$ cat config.mk
export PLATFORM = sky130hd
export DESIGN_NAME = pipe_ctrl
export DESIGN_NICKNAME = d
export VERILOG_FILES = /design/src/rtl/y86_pkg.sv /design/src/rtl/pipe_ctrl_hazard_detect.sv /design/src/rtl/pipe_ctrl.sv
export SDC_FILE = /design/constraint.sdc
export NUM_CORES = 1
export LEC_CHECK = 0
export BUFFER_PORTS_ARGS = -buffer_cell sky130_fd_sc_hd__buf_2
export CORE_MARGIN = 2
export CORE_UTILIZATION = 38
export DETAILED_ROUTE_END_ITERATION = 8
export PLACE_DENSITY = 0.8
export RECOVER_POWER = 100
export SLEW_MARGIN = 10
export SYNTH_ARGS = -nofsm -noshare
export SYNTH_HDL_FRONTEND = slang
export SYNTH_SLANG_ARGS = --single-unit
$ cat constraint.sdc
create_clock -name clk_i -period 3.1 [get_ports clk_i]
set_clock_uncertainty 0.1 [all_clocks]
set_input_delay 0.465 -clock clk_i [delete_from_list [all_inputs] [get_ports clk_i]]
set_output_delay 0.465 -clock clk_i [all_outputs]
set_load 0.1 [all_outputs]
$ cat src/rtl/y86_pkg.sv
// Shared Y86-64 constants: instruction codes, register/stat encodings and
// the pipeline-control run-state enum.
package y86_pkg;

    localparam logic [3:0] IHALT   = 4'h0;
    localparam logic [3:0] INOP    = 4'h1;
    localparam logic [3:0] IRRMOVQ = 4'h2;
    localparam logic [3:0] IIRMOVQ = 4'h3;
    localparam logic [3:0] IRMMOVQ = 4'h4;
    localparam logic [3:0] IMRMOVQ = 4'h5;
    localparam logic [3:0] IOPQ    = 4'h6;
    localparam logic [3:0] IJXX    = 4'h7;
    localparam logic [3:0] ICALL   = 4'h8;
    localparam logic [3:0] IRET    = 4'h9;
    localparam logic [3:0] IPUSHQ  = 4'hA;
    localparam logic [3:0] IPOPQ   = 4'hB;

    localparam logic [3:0] RNONE   = 4'hF;

    localparam logic [2:0] SBUB = 3'd0;
    localparam logic [2:0] SAOK = 3'd1;
    localparam logic [2:0] SHLT = 3'd2;
    localparam logic [2:0] SADR = 3'd3;
    localparam logic [2:0] SINS = 3'd4;

    typedef enum logic [1:0] {
        CS_IDLE   = 2'd0,
        CS_RUN    = 2'd1,
        CS_MWAIT  = 2'd2,
        CS_HALTED = 2'd3
    } ctrl_state_t;

    function automatic logic isExcept(input logic [2:0] stat);
        return (stat == SHLT) || (stat == SADR) || (stat == SINS);
    endfunction

    function automatic logic isMemOp(input logic [3:0] icode);
        return (icode == IRMMOVQ) || (icode == IMRMOVQ) || (icode == ICALL) ||
               (icode == IRET)    || (icode == IPUSHQ)  || (icode == IPOPQ);
    endfunction

endpackage

$ cat src/rtl/pipe_ctrl_hazard_detect.sv
// Hazard term decode for the Y86-64 pipeline: load/use, ret, mispredict, exceptions.
// Latency: purely combinational. Backpressure: none, decode only.
module hazard_detect
    import y86_pkg::*;
(
    input  logic [3:0] dIcode,
    input  logic [3:0] dSrcA,
    input  logic [3:0] dSrcB,
    input  logic [3:0] eIcode,
    input  logic [3:0] eDstM,
    input  logic       eCnd,
    input  logic [3:0] mIcode,
    input  logic [2:0] mStat,
    input  logic [2:0] wStat,
    output logic       lu,
    output logic       rt,
    output logic       mp,
    output logic       mx,
    output logic       wx
);

    logic eIsLoad;

    assign eIsLoad = (eIcode == IMRMOVQ) || (eIcode == IPOPQ);
    // RNONE guard keeps a load with no destination from matching unused sources.
    assign lu = eIsLoad && (eDstM != RNONE) && ((eDstM == dSrcA) || (eDstM == dSrcB));
    assign rt = (dIcode == IRET) || (eIcode == IRET) || (mIcode == IRET);
    assign mp = (eIcode == IJXX) && !eCnd;
    assign mx = isExcept(mStat);
    assign wx = isExcept(wStat);

endmodule

$ cat src/rtl/pipe_ctrl.sv
// Y86-64 pipeline control: per-stage stall/bubble plus IDLE/RUN/MWAIT/HALTED run FSM.
// Latency: controls combinational from state+inputs; state/status/counters register next edge.
// Backpressure: dmem_busy_i with a memory op in M freezes F..M; PIPE_PERF_EN adds perf counters.
module pipe_ctrl
    import y86_pkg::*;
#(
    parameter int CNT_W = 32
) (
    input  logic             clk_i,
    input  logic             rst_n_i,
    input  logic             start_i,
    input  logic [3:0]       D_icode_i,
    input  logic [3:0]       d_srcA_i,
    input  logic [3:0]       d_srcB_i,
    input  logic [3:0]       E_icode_i,
    input  logic [3:0]       E_dstM_i,
    input  logic             e_cnd_i,
    input  logic [3:0]       M_icode_i,
    input  logic [2:0]       m_stat_i,
    input  logic [3:0]       W_icode_i,
    input  logic [2:0]       W_stat_i,
    input  logic             dmem_busy_i,
    output logic             F_stall_o,
    output logic             F_bubble_o,
    output logic             D_stall_o,
    output logic             D_bubble_o,
    output logic             E_stall_o,
    output logic             E_bubble_o,
    output logic             M_stall_o,
    output logic             M_bubble_o,
    output logic             W_stall_o,
    output logic             W_bubble_o,
    output logic [1:0]       state_o,
`ifdef PIPE_PERF_EN
    output logic [CNT_W-1:0] cycle_cnt_o,
    output logic [CNT_W-1:0] instr_cnt_o,
    output logic [CNT_W-1:0] stall_cnt_o,
`endif
    output logic [2:0]       cpu_stat_o
);

    ctrl_state_t state, stateNxt, curState;
    logic [2:0]  cpuStat;
    logic        lu, rt, mp, mx, wx;
    logic        active, freeze;

    hazard_detect uHazard (
        .dIcode (D_icode_i),
        .dSrcA  (d_srcA_i),
        .dSrcB  (d_srcB_i),
        .eIcode (E_icode_i),
        .eDstM  (E_dstM_i),
        .eCnd   (e_cnd_i),
        .mIcode (M_icode_i),
        .mStat  (m_stat_i),
        .wStat  (W_stat_i),
        .lu     (lu),
        .rt     (rt),
        .mp     (mp),
        .mx     (mx),
        .wx     (wx)
    );

    // While reset is held the outputs behave as IDLE, even before the first edge.
    assign curState = rst_n_i ? state : CS_IDLE;
    assign active   = (curState == CS_RUN) || (curState == CS_MWAIT);
    assign freeze   = active && isMemOp(M_icode_i) && dmem_busy_i;

    always_comb begin
        stateNxt   = curState;
        F_stall_o  = 1'b0;
        F_bubble_o = 1'b0;
        D_stall_o  = 1'b0;
        D_bubble_o = 1'b0;
        E_stall_o  = 1'b0;
        E_bubble_o = 1'b0;
        M_stall_o  = 1'b0;
        M_bubble_o = 1'b0;
        W_stall_o  = 1'b0;
        W_bubble_o = 1'b0;
        case (curState)
            CS_IDLE: begin
                F_stall_o  = 1'b1;
                D_bubble_o = 1'b1;
                E_bubble_o = 1'b1;
                M_bubble_o = 1'b1;
                W_bubble_o = 1'b1;
                if (start_i) stateNxt = CS_RUN;
            end
            CS_RUN, CS_MWAIT: begin
                if (freeze) begin
                    F_stall_o  = 1'b1;
                    D_stall_o  = 1'b1;
                    E_stall_o  = 1'b1;
                    M_stall_o  = 1'b1;
                    W_stall_o  = wx;
                    W_bubble_o = !wx;
                end else begin
                    F_stall_o  = lu | rt;
                    D_stall_o  = lu;
                    D_bubble_o = mp | (!lu & rt);
                    E_bubble_o = mp | lu;
                    M_bubble_o = mx | wx;
                    W_stall_o  = wx;
                end
                // An exception reaching W ends execution even mid-wait.
                if (wx)          stateNxt = CS_HALTED;
                else if (freeze) stateNxt = CS_MWAIT;
                else             stateNxt = CS_RUN;
            end
            default: begin
                F_stall_o = 1'b1;
                D_stall_o = 1'b1;
                E_stall_o = 1'b1;
                M_stall_o = 1'b1;
                W_stall_o = 1'b1;
            end
        endcase
    end

    always_ff @(posedge clk_i) begin
        if (!rst_n_i) begin
            state   <= CS_IDLE;
            cpuStat <= SAOK;
        end else begin
            state <= stateNxt;
            if (active && wx) cpuStat <= W_stat_i;
        end
    end

    assign state_o    = curState;
    assign cpu_stat_o = rst_n_i ? cpuStat : SAOK;

`ifdef PIPE_PERF_EN
    logic instrRetire;

    assign instrRetire = (curState == CS_RUN) && (W_stat_i == SAOK) &&
                         (W_icode_i != INOP) && !W_stall_o;

    always_ff @(posedge clk_i) begin
        if (!rst_n_i) begin
            cycle_cnt_o <= '0;
            instr_cnt_o <= '0;
            stall_cnt_o <= '0;
        end else begin
            if (active)              cycle_cnt_o <= cycle_cnt_o + 1'b1;
            if (instrRetire)         instr_cnt_o <= instr_cnt_o + 1'b1;
            if (active && F_stall_o) stall_cnt_o <= stall_cnt_o + 1'b1;
        end
    end
`else
    logic unusedWIcode;
    assign unusedWIcode = ^W_icode_i;
`endif

endmodule
=== Word-level counts from Yosys, hierarchy flattened ===
Cells that the tools add are included.

* Multiplexer cells: 21
* Equal/unequal tests: 22
* Reduce and logical (&&, ||, !) cells: 25
* Bitwise gates (word level): 5

{| class="wikitable"
|+ Operators with widths
! operator !! number
|-
| 4-bit equality test (second input constant) || 7
|-
| 4-bit by 3-bit equality test with 1-bit output (second input constant) || 4
|-
| 1-bit logical OR || 14
|-
| 1-bit one-hot mux with 2 select lines || 7
|-
| 3-bit by 2-bit equality test with 1-bit output (second input constant) || 4
|-
| 4-bit equality test || 2
|-
| 1-bit 2-to-1 mux || 8
|-
| 2-bit 2-to-1 mux || 4
|-
| 3-bit equality test (second input constant) || 2
|-
| 1-bit logical AND || 6
|-
| 4-bit inequality test (second input constant) || 1
|-
| 1-bit OR || 4
|-
| 2-bit one-hot mux with 2 select lines || 1
|-
| 1-bit zero test || 3
|-
| 3-bit 2-to-1 mux || 1
|-
| 2-bit by 1-bit equality test with 1-bit output (second input constant) || 1
|-
| 2-bit equality test (second input constant) || 1
|-
| 2-bit zero test || 1
|-
| 2-bit OR reduction || 1
|-
| 1-bit bitwise AND || 1
|}

* Logic and storage cells: 75
* Flip-flop bits (word level): 5
* Input port bits: 39

=== Logic depth before layout (Yosys ltp) ===
* Depth in word-level cells: 11
* Depth in mapped cells: 8
* Depth with buffers taken out: 7

=== Cells and area by module ===
Synthesis repeated with hierarchy kept, for this count alone.

* Cell total of the unflattened synthesis: 79
* Area total of the unflattened synthesis: 611.8 sq um

{| class="wikitable"
|+ By module, submodules not included
! module !! area each (sq um) !! cells each !! instances !! seq. area each (sq um)
|-
| pipe_ctrl || 410.4 || 54 || 1 || 100.1
|-
| hazard_detect || 201.4 || 25 || 1 || 0.0
|}

=== Worst setup path after synthesis ===
No wires, ideal clock.

* Path kind: input-to-output
* Start point: in rst_n_i
* End point: out D_stall_o
* Setup slack: -1.640 ns
* Stages: 6
* Data arrival time: 4.175 ns
* Path buffers: 2
* Cell sequence: clkbuf_1 -> nand2_1 -> ha_1 -> buf_2 -> o21ai_0 -> a21o_1

* Cells in the longest elaborated chain, start to end: 7
* Elaborated cells on any way between the ends: 10
* Those cells by class: eq/ne: 2; mux: 3; reduce/logical: 5

{| class="wikitable"
|+ Ends and longest elaborated chain
! what !! RTL line !! text
|-
| start: declaration || pipe_ctrl.sv:10 || <nowiki>input logic rst_n_i,</nowiki>
|-
| 2-bit 2-to-1 mux (*) || pipe_ctrl.sv:65 || <nowiki>assign curState = rst_n_i ? state : CS_IDLE;</nowiki>
|-
| 2-bit by 1-bit equality test with 1-bit output / 2-bit equality test (equally long branches) || pipe_ctrl.sv:66, pipe_ctrl.sv:81 ||
|-
| 1-bit logical OR || pipe_ctrl.sv:66 || <nowiki>assign active = (curState == CS_RUN) || (curState == CS_MWAIT);</nowiki>
|-
| 1-bit logical AND (2 in series) || pipe_ctrl.sv:67 || <nowiki>assign freeze = active && isMemOp(M_icode_i) && dmem_busy_i;</nowiki>
|-
| 1-bit 2-to-1 mux || pipe_ctrl.sv:91 || <nowiki>if (freeze) begin</nowiki>
|-
| 1-bit one-hot mux with 2 select lines (*) || pipe_ctrl.sv:81 || <nowiki>case (curState)</nowiki>
|-
| end: declaration || pipe_ctrl.sv:25 || <nowiki>output logic D_stall_o,</nowiki>
|}

Every way passes the cells marked *; elsewhere a longest branch is shown, timed or not.

=== Final worst setup path ===
* Start point: in rst_n_i
* End point: out D_bubble_o

* Cells in the longest elaborated chain, start to end: 7
* Elaborated cells on any way between the ends: 10
* Those cells by class: eq/ne: 2; mux: 3; reduce/logical: 5

{| class="wikitable"
|+ Ends and longest elaborated chain
! what !! RTL line !! text
|-
| 2-bit 2-to-1 mux (*) || pipe_ctrl.sv:65 ||
|-
| 2-bit by 1-bit equality test with 1-bit output / 2-bit equality test (equally long branches) || pipe_ctrl.sv:66, pipe_ctrl.sv:81 ||
|-
| 1-bit logical OR || pipe_ctrl.sv:66 ||
|-
| 1-bit logical AND (2 in series) || pipe_ctrl.sv:67 ||
|-
| 1-bit 2-to-1 mux || pipe_ctrl.sv:91 ||
|-
| 1-bit one-hot mux with 2 select lines (*) || pipe_ctrl.sv:81 ||
|-
| end: declaration || pipe_ctrl.sv:26 || <nowiki>output logic D_bubble_o,</nowiki>
|}

Marked as above.

==> key figures <==
Drt
  – Vias: 789
  – Drt wl/cell: 11.9 µm
  – First-pass iteration count of the detailed router: 4
  – Post-route ant nets: 0
  – Drt drc: 0
  – Total Wirelength: 1.80 mm
  – Initial DRC count: 9
  – DR vias/cell: 5.23

Clocking
  – H-tree depth: 1
  – CTS tree: yes
  – # resized after CTS: 0
  – Cts bufs inserted: 3
  – Maximum clock path buffer count: 2
  – Post-cts hold buffer count: 0
  – Clock Latency Late Sink: 0.25 ns
  – Root Driver: clkbuf_4
  – CTS sink count: 5
  – Setup Buffers After CTS: 0
  – Clk slew on worst S/H paths: 0.05 ns

Timing
  – RSZ-0062 raised after global routing: no
  – Setup_tns: 0 ns
  – Tcrit/Tclk final: 93.1%
  – Final Worst Setup Slack: 0.213 ns
  – Pins over their slew limit: 0
  – Achievable frequency: 0.346 GHz
  – Minimum clock period: 2.89 ns
  – Final hold vios: 0
  – Worst slew pin tran: 1.16 ns
  – Final setup viols: 0
  – Rel. slew slack: 23.0%

Power
  – Switch Pwr: 0.211 mW
  – Sw frac: 53.1%
  – Maximum VDD drop: 0.298 mV
  – P_int: 0.186 mW
  – Combinational share of power: 63.0%
  – LEAKAGE: 0.485 nW
  – Pwr Total: 0.397 mW
  – Pwr Density: 394 nW/µm²
  – Clock network fraction of total power: 19.3%
  – Sequential Power Share: 17.8%

Setup path
  – CP Launch Type: primary input
  – Worst stage delay on the critical path: 0.50 ns
  – Crit Path Category: in2out
  – Setup crit end kind: primary output
  – Crit path cell chain: buf_2, nand2_1, ha_4, or3b_1, o41ai_4, buf_12
  – CP Data Required Time: 2.53 ns
  – Arrival @ worst endpoint: 2.32 ns
  – WP buf/inv: 2
  – CP max-delay cell: or3b_1
  – Maximum fanout along the worst path: 10
  – Critical path's top delay family: simple AND/OR/NAND/NOR gates

Yosys
  – EDFF count, synth: 0
  – Commonest cells post-synth: 9 x nand2_1, 8 x xor2_1, 7 x o21ai_0
  – Yosys warning count: 0
  – Cells after Synth: 87
  – Post-Syn Nets: 128
  – Synth area leaders: dfxtp_1 15%, xor2_1 11%, o21ai_0 5.3%
  – Post-synthesis cell area: 662 µm²
  – Dominant cell by count in the synthesized netlist: nand2_1
  – Synth cell types: 37
  – Yosys top cell area share: 15.1%
  – Ys flop type: dfxtp_1
  – Async SR Flop Fraction: 0%
  – Cell taking the most area after synthesis: dfxtp_1
  – #FFs+latches synth: 5
  – Seq/Total Area, Yosys: 15.1%
  – Synth Area per Inst: 7.61 µm²

Placed design
  – Post-DP HPWL: 1.50 mm
  – Routability cong.: 0.760
  – Port buffer count: 48
  – Placement Setup Slack: 0.228 ns
  – Placed cell area: 1010 µm²

GRT
  – Largest net degree at the start of global routing: 11
  – Vias in the first global route: 689
  – Antenna violations before repair: 0
  – First-pass GRT wire length: 2.82 mm
  – Grt ovf: 0
  – Total Routing Usage GR: 18.7%

Job
  – Max-cap violations: 0

Die
  – DIE AREA: 2090 µm²
  – Chip Height: 45.7 µm
  – Core Rows: 15
  – Total core area: 1690 µm²
  – # IOs: 54
  – DIE WIDTH: 45.7 µm
  – Initial Utilization: 39.2%

Finish
  – Nets: 176
  – Fillers: 160
  – Synth-to-Final Area Change: 52.2%
  – Multi-input gate area in the final layout: 569 µm²
  – Storage element area: 100 µm²
  – Design Area, Final: 1010 µm²
  – Number of diodes: 0
  – Layout cells sized above 1: 42.5%

Run status
  – Run status: finished, final reports clean

Hold path
  – HP Class: in2reg
## metrics by stage
stage / utilization (%) / std cells / hold WS (ns)
2_1_floorplan: - / 87 / 0.334
3_3_place_gp: 59.9 / 147 / 0.349
3_5_place_dp: 59.9 / 147 / 0.351
4_1_cts: 61.6 / 151 / 0.315
5_1_grt: 59.6 / 151 / 0.316
6_report: 59.6 / 151 / 0.331
## registers in the layout, indices dropped and copies added, names as in the netlist
register	flops
state	2
cpuStat	3
## power groups by stage
stage	combinational (mW)	sequential, mW	clock, mW
after CTS	0.259	0.0706	0.0815
final	0.250	0.0706	0.0765
after floorplan	0.200	0.0714	0
after global placement	0.254	0.0716	0
after detailed placement	0.258	0.0719	0
after global routing	0.263	0.0707	0.0900
## cells by family (layout without fill, tap and decap cells)
family / count (synthesis) / after routing / share of synthesized area [%]
xor gates and xnor gates: 8 / 8 / 10.6
buffers and inverters: 10 / 57 / 7.18
DFF: 5 / 5 / 15.1
muxes: 3 / 3 / 4.54
other: 1 / 1 / 0.567
adders and majority gates: 2 / 2 / 3.78
AOI/OAI and AO/OA: 23 / 23 / 26.7
and+or+nand+nor: 35 / 35 / 31.6
## layout make-up
cell class | count | area share (%)
multi-input cells | 72 | 56.5
repair buffers | 48 | 26.5
flip-flops and latches | 5 | 9.94
clock buffers | 3 | 2.24
inverters | 5 | 2.24
well taps | 17 | 2.11
clock inverters | 1 | 0.497
## cell usage in the layout, fill, tap and decap left out, types with 3 or more instances in the layout
cell,instances
buf_2,34
nand2_1,8
xor2_1,8
o21ai_0,6
clkbuf_2,6
dfxtp_1,5
clkbuf_1,5
inv_1,4
nand2b_1,4
a21o_1,4
nor2_1,4
clkbuf_4,4
nor2b_1,3
## worst paths after layout
kind | from | endpoint | slack [ns] | cells past startpoint
max | rst_n_i | D_bubble_o | 0.21 | 6
min | W_stat_i[2] | cpuStat[1] | 0.33 | 2
max reg2reg | state[1] | state[0] | 1.38 | 4
min reg2reg | cpuStat[0] | cpuStat[0] | 0.36 | 2
## metal layers
layer  part of all wire (%)  GRT usage (%)  routed length [µm]  up-vias
met5                      0              0                   0        -
met4                      0           6.86                   0        0
met3                    7.4           5.16                 134        0
met2                     49           35.2                 889       33
met1                     43           19.5                 776      349
li1                       -              -                   -      407
Power figures use the tool's default switching activity.
